--- config.mk ---
export PLATFORM = sky130hd
export DESIGN_NAME = seq_multiplier_flat
export DESIGN_NICKNAME = d
export VERILOG_FILES = /design/src/rtl/seq_multiplier_pkg.sv /design/src/rtl/seq_multiplier_if.sv /design/src/rtl/seq_multiplier_twos_negate.sv /design/src/rtl/seq_multiplier.sv /design/src/flat_wrapper.sv
export SDC_FILE = /design/constraint.sdc
export NUM_CORES = 1
export LEC_CHECK = 0
export CAP_MARGIN = 0
export CORE_MARGIN = 1
export CORE_UTILIZATION = 45
export DETAILED_ROUTE_END_ITERATION = 16
export PLACE_DENSITY = 0.71
export SLEW_MARGIN = 20
export SYNTH_ARGS = -nofsm -noshare
export SYNTH_HDL_FRONTEND = slang
export SYNTH_SLANG_ARGS = --single-unit
--- constraint.sdc ---
create_clock -name clk -period 2.65 [get_ports clk]
set_input_delay 0.265 -clock clk [delete_from_list [all_inputs] [get_ports clk]]
set_output_delay 0.265 -clock clk [all_outputs]
set_load 0.01 [all_outputs]
--- src/rtl/seq_multiplier_pkg.sv ---
// Shared definitions for the iterative multiplier: FSM encodings and default sizes,
// visible to the control unit for stall decisions.
package seq_multiplier_pkg;

    localparam int DEFAULT_WIDTH = 32;
    localparam int DEFAULT_CNT_W = 6;

    typedef enum logic [1:0] {
        S_IDLE = 2'd0,
        S_RUN  = 2'd1,
        S_FIX  = 2'd2
    } state_t;

endpackage

--- src/rtl/seq_multiplier_if.sv ---
// Start/Done handshake bundle between control (master) and the multiplier (slave).
interface seq_multiplier_if #(
    parameter int WIDTH = 32
);
    logic             start;
    logic             is_signed;
    logic [WIDTH-1:0] in_a;
    logic [WIDTH-1:0] in_b;
    logic             busy;
    logic             done;
    logic [WIDTH-1:0] hi;
    logic [WIDTH-1:0] lo;

    modport master (
        output start, is_signed, in_a, in_b,
        input  busy, done, hi, lo
    );

    modport slave (
        input  start, is_signed, in_a, in_b,
        output busy, done, hi, lo
    );
endinterface

--- src/rtl/seq_multiplier_twos_negate.sv ---
// Conditional two's-complement negate: y = en ? -x : x, modulo 2**W.
module twos_negate #(
    parameter int W = 32
) (
    input  logic         en,
    input  logic [W-1:0] x,
    output logic [W-1:0] y
);

    assign y = en ? ('0 - x) : x;

endmodule

--- src/rtl/seq_multiplier.sv ---
// Shift-add multiplier: magnitudes are multiplied over WIDTH iterations, then the
// sign is applied to the 2*WIDTH-bit result in a single fix-up cycle.
module seq_multiplier
    import seq_multiplier_pkg::*;
#(
    parameter int WIDTH = DEFAULT_WIDTH,
    parameter int CNT_W = DEFAULT_CNT_W
) (
    input  logic              clk,
    input  logic              rst_n,
    seq_multiplier_if.slave   bus
);

    state_t             state_reg, state_next;
    logic [CNT_W-1:0]   cnt_reg, cnt_next;
    logic [WIDTH-1:0]   acc_reg, acc_next;
    logic [WIDTH-1:0]   mult_reg, mult_next;
    logic [WIDTH-1:0]   mcand_reg, mcand_next;
    logic               neg_reg, neg_next;
    logic [WIDTH-1:0]   hi_reg, hi_next;
    logic [WIDTH-1:0]   lo_reg, lo_next;
    logic               busy_reg, busy_next;
    logic               done_reg, done_next;

    logic [WIDTH:0]     sum;
    logic [WIDTH-1:0]   operand   [2];
    logic [WIDTH-1:0]   magnitude [2];
    logic [2*WIDTH-1:0] product;

    assign operand[0] = bus.in_a;
    assign operand[1] = bus.in_b;

    // The most negative operand maps onto itself, which is its correct unsigned magnitude.
    genvar gi;
    generate
        for (gi = 0; gi < 2; gi++) begin : g_mag
            twos_negate #(.W(WIDTH)) u_mag (
                .en (bus.is_signed & operand[gi][WIDTH-1]),
                .x  (operand[gi]),
                .y  (magnitude[gi])
            );
        end
    endgenerate

    twos_negate #(.W(2*WIDTH)) u_fix (
        .en (neg_reg),
        .x  ({acc_reg, mult_reg}),
        .y  (product)
    );

    always_comb begin
        state_next = state_reg;
        cnt_next   = cnt_reg;
        acc_next   = acc_reg;
        mult_next  = mult_reg;
        mcand_next = mcand_reg;
        neg_next   = neg_reg;
        hi_next    = hi_reg;
        lo_next    = lo_reg;
        busy_next  = busy_reg;
        done_next  = 1'b0;
        sum        = '0;

        // Busy covers the Done cycle, so a Start alongside Done is rejected below.
        if (done_reg) begin
            busy_next = 1'b0;
        end

        case (state_reg)
            S_IDLE: begin
                if (bus.start && !busy_reg) begin
                    mcand_next = magnitude[0];
                    mult_next  = magnitude[1];
                    neg_next   = bus.is_signed & (bus.in_a[WIDTH-1] ^ bus.in_b[WIDTH-1]);
                    acc_next   = '0;
                    cnt_next   = '0;
                    busy_next  = 1'b1;
                    state_next = S_RUN;
                end
            end
            S_RUN: begin
                sum = mult_reg[0] ? ({1'b0, acc_reg} + {1'b0, mcand_reg}) : {1'b0, acc_reg};
                acc_next  = sum[WIDTH:1];
                mult_next = {sum[0], mult_reg[WIDTH-1:1]};
                cnt_next  = cnt_reg + CNT_W'(1);
                if (cnt_reg == CNT_W'(WIDTH - 1)) begin
                    state_next = S_FIX;
                end
            end
            S_FIX: begin
                hi_next    = product[2*WIDTH-1:WIDTH];
                lo_next    = product[WIDTH-1:0];
                done_next  = 1'b1;
                state_next = S_IDLE;
            end
            default: begin
                state_next = S_IDLE;
            end
        endcase
    end

    always_ff @(posedge clk or negedge rst_n) begin
        if (!rst_n) begin
            state_reg <= S_IDLE;
            cnt_reg   <= '0;
            acc_reg   <= '0;
            mult_reg  <= '0;
            mcand_reg <= '0;
            neg_reg   <= 1'b0;
            hi_reg    <= '0;
            lo_reg    <= '0;
            busy_reg  <= 1'b0;
            done_reg  <= 1'b0;
        end else begin
            state_reg <= state_next;
            cnt_reg   <= cnt_next;
            acc_reg   <= acc_next;
            mult_reg  <= mult_next;
            mcand_reg <= mcand_next;
            neg_reg   <= neg_next;
            hi_reg    <= hi_next;
            lo_reg    <= lo_next;
            busy_reg  <= busy_next;
            done_reg  <= done_next;
        end
    end

    assign bus.busy = busy_reg;
    assign bus.done = done_reg;
    assign bus.hi   = hi_reg;
    assign bus.lo   = lo_reg;

endmodule
--- src/flat_wrapper.sv ---
// flat-port wrapper written by rule: the top's interface ports become plain ports
module seq_multiplier_flat import seq_multiplier_pkg::*;
#(
    parameter int WIDTH = DEFAULT_WIDTH,
    parameter int CNT_W = DEFAULT_CNT_W
)
  (clk, rst_n, bus_start, bus_is_signed, bus_in_a, bus_in_b, bus_busy, bus_done, bus_hi, bus_lo);
  seq_multiplier_if #(.WIDTH(WIDTH)) bus_i ();
  input  logic clk;
  input  logic rst_n;
  input wire logic [$bits(bus_i.start)-1:0] bus_start;
  input wire logic [$bits(bus_i.is_signed)-1:0] bus_is_signed;
  input wire logic [$bits(bus_i.in_a)-1:0] bus_in_a;
  input wire logic [$bits(bus_i.in_b)-1:0] bus_in_b;
  output wire logic [$bits(bus_i.busy)-1:0] bus_busy;
  output wire logic [$bits(bus_i.done)-1:0] bus_done;
  output wire logic [$bits(bus_i.hi)-1:0] bus_hi;
  output wire logic [$bits(bus_i.lo)-1:0] bus_lo;
  assign bus_i.start = bus_start;
  assign bus_i.is_signed = bus_is_signed;
  assign bus_i.in_a = bus_in_a;
  assign bus_i.in_b = bus_in_b;
  assign bus_busy = bus_i.busy;
  assign bus_done = bus_i.done;
  assign bus_hi = bus_i.hi;
  assign bus_lo = bus_i.lo;
  seq_multiplier #(.WIDTH(WIDTH), .CNT_W(CNT_W)) u_core (.clk(clk), .rst_n(rst_n), .bus(bus_i));
endmodule
==> results.sh, run 1 <==
export IMPL_cp_start_kind="flop"
export IMPL_final_net_count=1628
export IMPL_finalWirelength_um=32200
export IMPL_dieArea_um2=25200
export IMPL_power_w=0.0129
export IMPL_drtPass1Iterations=6
export IMPL_fin_crit_sh=0.995
export IMPL_synth_area_per_cell_um2=8.63
export IMPL_pin_count=134
export IMPL_switchingPower_w=0.00553
export IMPL_p_int_w=0.00734
export IMPL_hp_class="input port to async pin"
export IMPL_cp_data_arrival_time_ps=2930
export IMPL_cap_viol_max_count=0
export IMPL_synth_edf_count=0
export IMPL_start_util=0.457
export IMPL_synth_cell_types=73
export IMPL_synth_main_ff_cell="dfrtp_1"
export IMPL_synthTopCellsByArea="dfrtp_1 (39%), o21ai_0 (8.7%), xor2_1 (6.9%)"
export IMPL_power_frac_seq=0.297
export IMPL_htree_levels=4
export IMPL_grt_max_degree=76
export IMPL_syn_inst=1284
export IMPL_p_leak_nw=6.35
export IMPL_tightest_slew_ps=795
export IMPL_outcome="finished clean"
export IMPL_std_cell_rows=57
export IMPL_drv_slew=0
export IMPL_synth_common_cells="o21ai_0 (192), nand2_1 (173), dfrtp_1 (171), xor2_1 (87), a21oi_1 (69)"
export IMPL_grt_ovfl_total=0
export IMPL_clkPwrFrac=0.200
export IMPL_grt_pass1_wl_um=52600
export IMPL_path_max_fanout=5
export IMPL_viasPerCell=5.78
export IMPL_post_drt_wl_per_cell_um=17.3
export IMPL_combPwrFrac=0.503
export IMPL_synth_top_area_frac=0.386
export IMPL_die_w_um=159
export IMPL_grt_pass1_vias=10136
export IMPL_antenna_found_initial=0
export IMPL_criticalPathCategory="flop to flop"
export IMPL_cts_root_buffer="clkbuf_16"
export IMPL_clock_sinks=171
export IMPL_yosys_area_top_type="dfrtp_1"
export IMPL_slew_headroom=0.468
export IMPL_hold_viol=0
export IMPL_area_growth_pct=31.8
export IMPL_dp_hpwl_um=24600
export IMPL_p_per_area_nw_per_um2=881
export IMPL_endpoint_kind="flop"
export IMPL_drtAntennaViolNets=0
export IMPL_sw_frac_of_total=0.430
export IMPL_vias=10742
export IMPL_placed_cell_area_um2=13800
export IMPL_dp_cells=1823
export IMPL_cts_buffers=17
export IMPL_clk_pin_slew_worst_paths_ps=80
export IMPL_clock_latency_ps=440
export IMPL_rsz0062_at_grt="yes"
export IMPL_n_fill_cell=2138
export IMPL_drc=0
export IMPL_min_period_ps=2640
export IMPL_cts_tree="done"
export IMPL_setup_viol_count_final=0
export IMPL_die_h_um=159
export IMPL_grt_usage=0.259
export IMPL_fin_cells=1860
export IMPL_synthesis_area_um2=11100
export IMPL_yosysWarnings=0
export IMPL_yosys_register_bits=171
export IMPL_design_core_area_um2=24200
export IMPL_ys_seq_area_frac=0.386
export IMPL_worstPathRequired_ps=2940
export IMPL_drive_above_1_share=0.165
export IMPL_numPortBuffers=133
export IMPL_syn_nets=1389
export IMPL_drt_iter0_markers=977
export IMPL_n_antenna_cell=0
export IMPL_max_freq_mhz=379
export IMPL_clockBufferDepth=2
export IMPL_fin_skew_ps=11.2
export IMPL_synth_most_common_cell="o21ai_0"
export IMPL_gp_routability_congestion=0.928
export IMPL_ir_drop_uv=569
export IMPL_holdWs_ps=364
export IMPL_fin_area_um2=14600
export IMPL_async_flop_share=1.00
[repair_timing]
item,in CTS,in global routing
pin swaps,0,9
setup buffers,1,3
cloned,0,0
endpoints found under the hold margin,59,0
resized for setup,4,40
hold buffers,1,0
endpoints found under the setup margin,9,41
[final timing paths]
check / start / endpoint / cells past startpoint / slack [ps]
worst min-delay path: rst_n / u_core.bus.lo[17] / 2 / 360
min in group clk: u_core.bus.done / u_core.bus.busy / 1 / 460
worst max register to register: u_core.acc_reg[1] / u_core.bus.hi[31] / 9 / 10
max in group asynchronous: rst_n / u_core.acc_reg[29] / 3 / 1590
worst min register to register: u_core.bus.done / u_core.bus.busy / 1 / 460
worst max-delay path: u_core.acc_reg[1] / u_core.bus.hi[31] / 9 / 10
[cells in the final DEF (no fill, tap or decap), types with 35 or more instances in the layout]
cell type        count
buf_4              154
a22oi_1             42
nor2_1              62
clkdlybuf4s50_1    132
o21ai_0            180
xor2_1              87
xnor2_1             49
a21oi_1             66
dfrtp_1            171
ha_1                35
nand2_1            171
[per-stage QoR]
| step | setup slack (ps) | utilization | setup TNS, ps |
|---|---|---|---|
| 6_report | 14.4 | 0.602 | 0 |
| 5_1_grt | -109 | 0.602 | -902 |
| 4_1_cts | 10.7 | 0.594 | 0 |
| 3_5_place_dp | -300 | 0.568 | -1180 |
| 3_3_place_gp | -241 | 0.568 | -708 |
| 2_1_floorplan | 41.4 | - | 0 |
[kinds of logic (layout without fill, tap and decap cells)]
family	after synthesis	count (layout)	share of synthesized area
adder cells (fa/ha/maj)	37	37	0.0425
AO/OA/AOI/OAI	432	432	0.242
AND/OR/NAND/NOR	393	393	0.175
flip-flops	171	171	0.386
XOR/XNOR	137	137	0.108
multiplexers	11	11	0.0101
buffers and inverters	103	355	0.0350
[critical path, cell delays in order (launching register included)]
cell and delay, ps:
dfrtp_1 400, buf_6 140, or4_4 540, nor4_4 230, nor3b_4 320, buf_4 170, nand4_4 160, o41ai_4 270
xor2_1 180, o21ai_1 80
[routing by layer]
metal | track usage | part of all wire
met1 | 0.398 | 0.48
met2 | 0.380 | 0.43
met3 | 0.0327 | 0.075
met4 | 0.0673 | 0.016
met5 | 0 | 0
[power groups by stage]
stage                     Sequential, W  Combinational [W]  Clock (W)
final                           0.00382            0.00647    0.00257
after global routing            0.00387            0.00709    0.00272
after CTS                       0.00376            0.00621    0.00260
after detailed placement        0.00381            0.00615          0
after global placement          0.00378            0.00603          0
after floorplan                 0.00376            0.00365          0
[cell type report]
| type | count | area (µm²) | area share |
|---|---|---|---|
| Clock buffer | 17 | 425 | 0.0291 |
| Clock inverter | 15 | 195 | 0.0134 |
| Inverter | 30 | 113 | 0.00771 |
| Multi-Input combinational cell | 1010 | 6600 | 0.452 |
| Sequential cell | 171 | 4280 | 0.293 |
| Tap cell | 324 | 405 | 0.0278 |
| Timing Repair Buffer | 293 | 2590 | 0.177 |
Note: power is estimated with default switching activity, not from simulation.
==> inputs of run 2 (changes only) <==
--- a/config.mk
+++ b/config.mk
@@ -5,11 +5,11 @@
 export SDC_FILE = /design/constraint.sdc
 export NUM_CORES = 1
 export LEC_CHECK = 0
-export CAP_MARGIN = 0
 export CORE_MARGIN = 1
 export CORE_UTILIZATION = 45
 export DETAILED_ROUTE_END_ITERATION = 16
-export PLACE_DENSITY = 0.71
+export HOLD_SLACK_MARGIN = 0.1
+export PLACE_DENSITY = 0.69
 export SLEW_MARGIN = 20
 export SYNTH_ARGS = -nofsm -noshare
 export SYNTH_HDL_FRONTEND = slang
==> run 2 against run 1 <==
Compared with the run above: the flow now finishes with violations (negative setup slack); sequential share of layout area rose by 0.16 points; count of clock-buffer cells in the layout unchanged; flip-flop and latch count stayed put.
==> results.sh, run 2 (synthesis gave the netlist of run 1 again) <==
export IMPL_dr_wl_met2_um=13700
export IMPL_min_period_ps=2660
export IMPL_rsz0062_at_grt="yes"
export IMPL_htree_levels=4
export IMPL_design_core_area_um2=24200
export IMPL_drv_slew=0
export IMPL_finalWorstSetupSlack_ps=-11.2
export IMPL_grt_max_degree=84
export IMPL_p_per_area_nw_per_um2=885
export IMPL_clockBufferDepth=2
export IMPL_criticalPathCategory="flop to flop"
export IMPL_cp_startpoint="u_core.mcand_reg[0]"
export IMPL_endpoint_kind="flop"
export IMPL_grt_pass1_wl_um=52000
export IMPL_ir_drop_uv=483
export IMPL_cp_slowest_cell="a211oi_2"
export IMPL_gp_routability_congestion=0.919
export IMPL_layout_commonest_cell="o21ai_0"
export IMPL_tightest_slew_ps=650
export IMPL_drt_iter0_markers=829
export IMPL_r2r_start="u_core.mcand_reg[0]"
export IMPL_vias=10589
export IMPL_fin_cells=1855
export IMPL_viasPerCell=5.71
export IMPL_setup_viol_count_final=2
export IMPL_cts_root_buffer="clkbuf_16"
export IMPL_cp_start_kind="flop"
export IMPL_finalWirelength_um=32200
export IMPL_cts_tree="done"
export IMPL_hp_class="input port to async pin"
export IMPL_reg2reg_to="u_core.acc_reg[25]"
export IMPL_crit_chain="ha_2, inv_2, fa_2, nor2b_2, o2111ai_2, a211oi_2, buf_4, o31ai_2, buf_4, o21ba_4, xnor2_2, o21ai_1"
export IMPL_area_growth_pct=31.1
export IMPL_std_cell_rows=57
export IMPL_drtAntennaViolNets=0
export IMPL_p_leak_nw=6.33
export IMPL_pin_count=134
export IMPL_wl_met3_um=2020
export IMPL_fin_area_um2=14500
export IMPL_antenna_found_initial=1
export IMPL_top_layer="met4"
export IMPL_dp_hpwl_um=24400
export IMPL_start_util=0.457
export IMPL_fin_crit_sh=1.00
export IMPL_cap_viol_max_count=0
export IMPL_clock_latency_ps=440
export IMPL_slew_headroom=0.565
export IMPL_clock_sinks=171
export IMPL_clk_pin_slew_worst_paths_ps=80
export IMPL_final_net_count=1622
export IMPL_met1_length_um=16100
export IMPL_final_cell_mix="o21ai_0 (183), nand2_1 (171), dfrtp_1 (171)"
export IMPL_dieArea_um2=25200
export IMPL_post_drt_wl_per_cell_um=17.3
export IMPL_die_w_um=159
export IMPL_worstRegToRegCells=12
export IMPL_cp_data_arrival_time_ps=2960
export IMPL_fin_tns_setup_ps=-18.2
export IMPL_path_max_fanout=4
export IMPL_drive_above_1_share=0.158
export IMPL_worstPathRequired_ps=2950
export IMPL_die_h_um=159
export IMPL_numPortBuffers=133
export IMPL_grt_usage=0.259
export IMPL_outcome="complete, but fails checks"
export IMPL_worst_path_buf_inv=3
export IMPL_dp_cells=1816
export IMPL_critPathTopFamily="compound AO/OA/AOI/OAI gates"
export IMPL_cts_buffers=17
export IMPL_crit_path_frequent_cell="buf_4"
export IMPL_r2r_slack_ps=-10
export IMPL_placed_cell_area_um2=13700
export IMPL_max_freq_mhz=376
export IMPL_drtPass1Iterations=5
export IMPL_drc=0
export IMPL_grt_ovfl_total=0
export IMPL_grt_pass1_vias=9719
export IMPL_violations="negative setup slack"
export IMPL_hold_viol=0
export IMPL_fin_skew_ps=12.0
export IMPL_path_depth=12
export IMPL_cpPeakStageDelay_ps=430
[run 2: final cells by class]
| class | instances | area [µm²] |
|---|---|---|
| clock buffers | 17 | 425 |
| well taps | 324 | 405 |
| fillers | 2140 | 9720 |
| repair buffers | 287 | 2550 |
| multi-input cells | 1010 | 6550 |
| flip-flops and latches | 171 | 4280 |
| inverters | 30 | 113 |
| diodes | 1 | 2.50 |
| clock inverters | 15 | 199 |
[run 2: worst max path at each step]
stage,endpoint
after floorplan,u_core.acc_reg[29]
after global placement,u_core.mcand_reg[28]
after detailed placement,u_core.mcand_reg[26]
after CTS,u_core.acc_reg[25]
after global routing,u_core.bus.hi[31]
final,u_core.acc_reg[25]
[run 2: metal layers]
metal	GRT usage	up-vias
li1	-	5163
met1	0.407	5047
met2	0.373	354
met3	0.0347	25
met4	0.0568	0
met5	0	-
[run 2: power breakdown]
| part | leakage (nW) | internal, W | switching (W) | total, W |
|---|---|---|---|---|
| sequential | 2.06 | 0.00317 | 0.000662 | 0.00384 |
| combinational | 3.97 | 0.00287 | 0.00352 | 0.00639 |
| clock | 0.300 | 0.00137 | 0.00125 | 0.00262 |
| total | 6.33 | 0.00741 | 0.00544 | 0.0128 |
[run 2: per-stage QoR]
step,setup WS [ps],total power (W),hold slack [ps],utilization
finish,-11.2,0.0128,190,0.599
global route,-122,0.0137,212,0.599
CTS,0.315,0.0126,181,0.592
detailed placement,-343,0.00989,87.5,0.565
global placement,-302,0.00978,84.1,0.565
floorplan,41.4,0.00741,-30.6,-
[run 2: repair_timing]
action,CTS,global route
gates resized for setup,3,35
pin swaps,1,17
hold buffers,1,0
hold endpoints to repair,171,0
buffers inserted,1,4
setup endpoints to repair,17,41
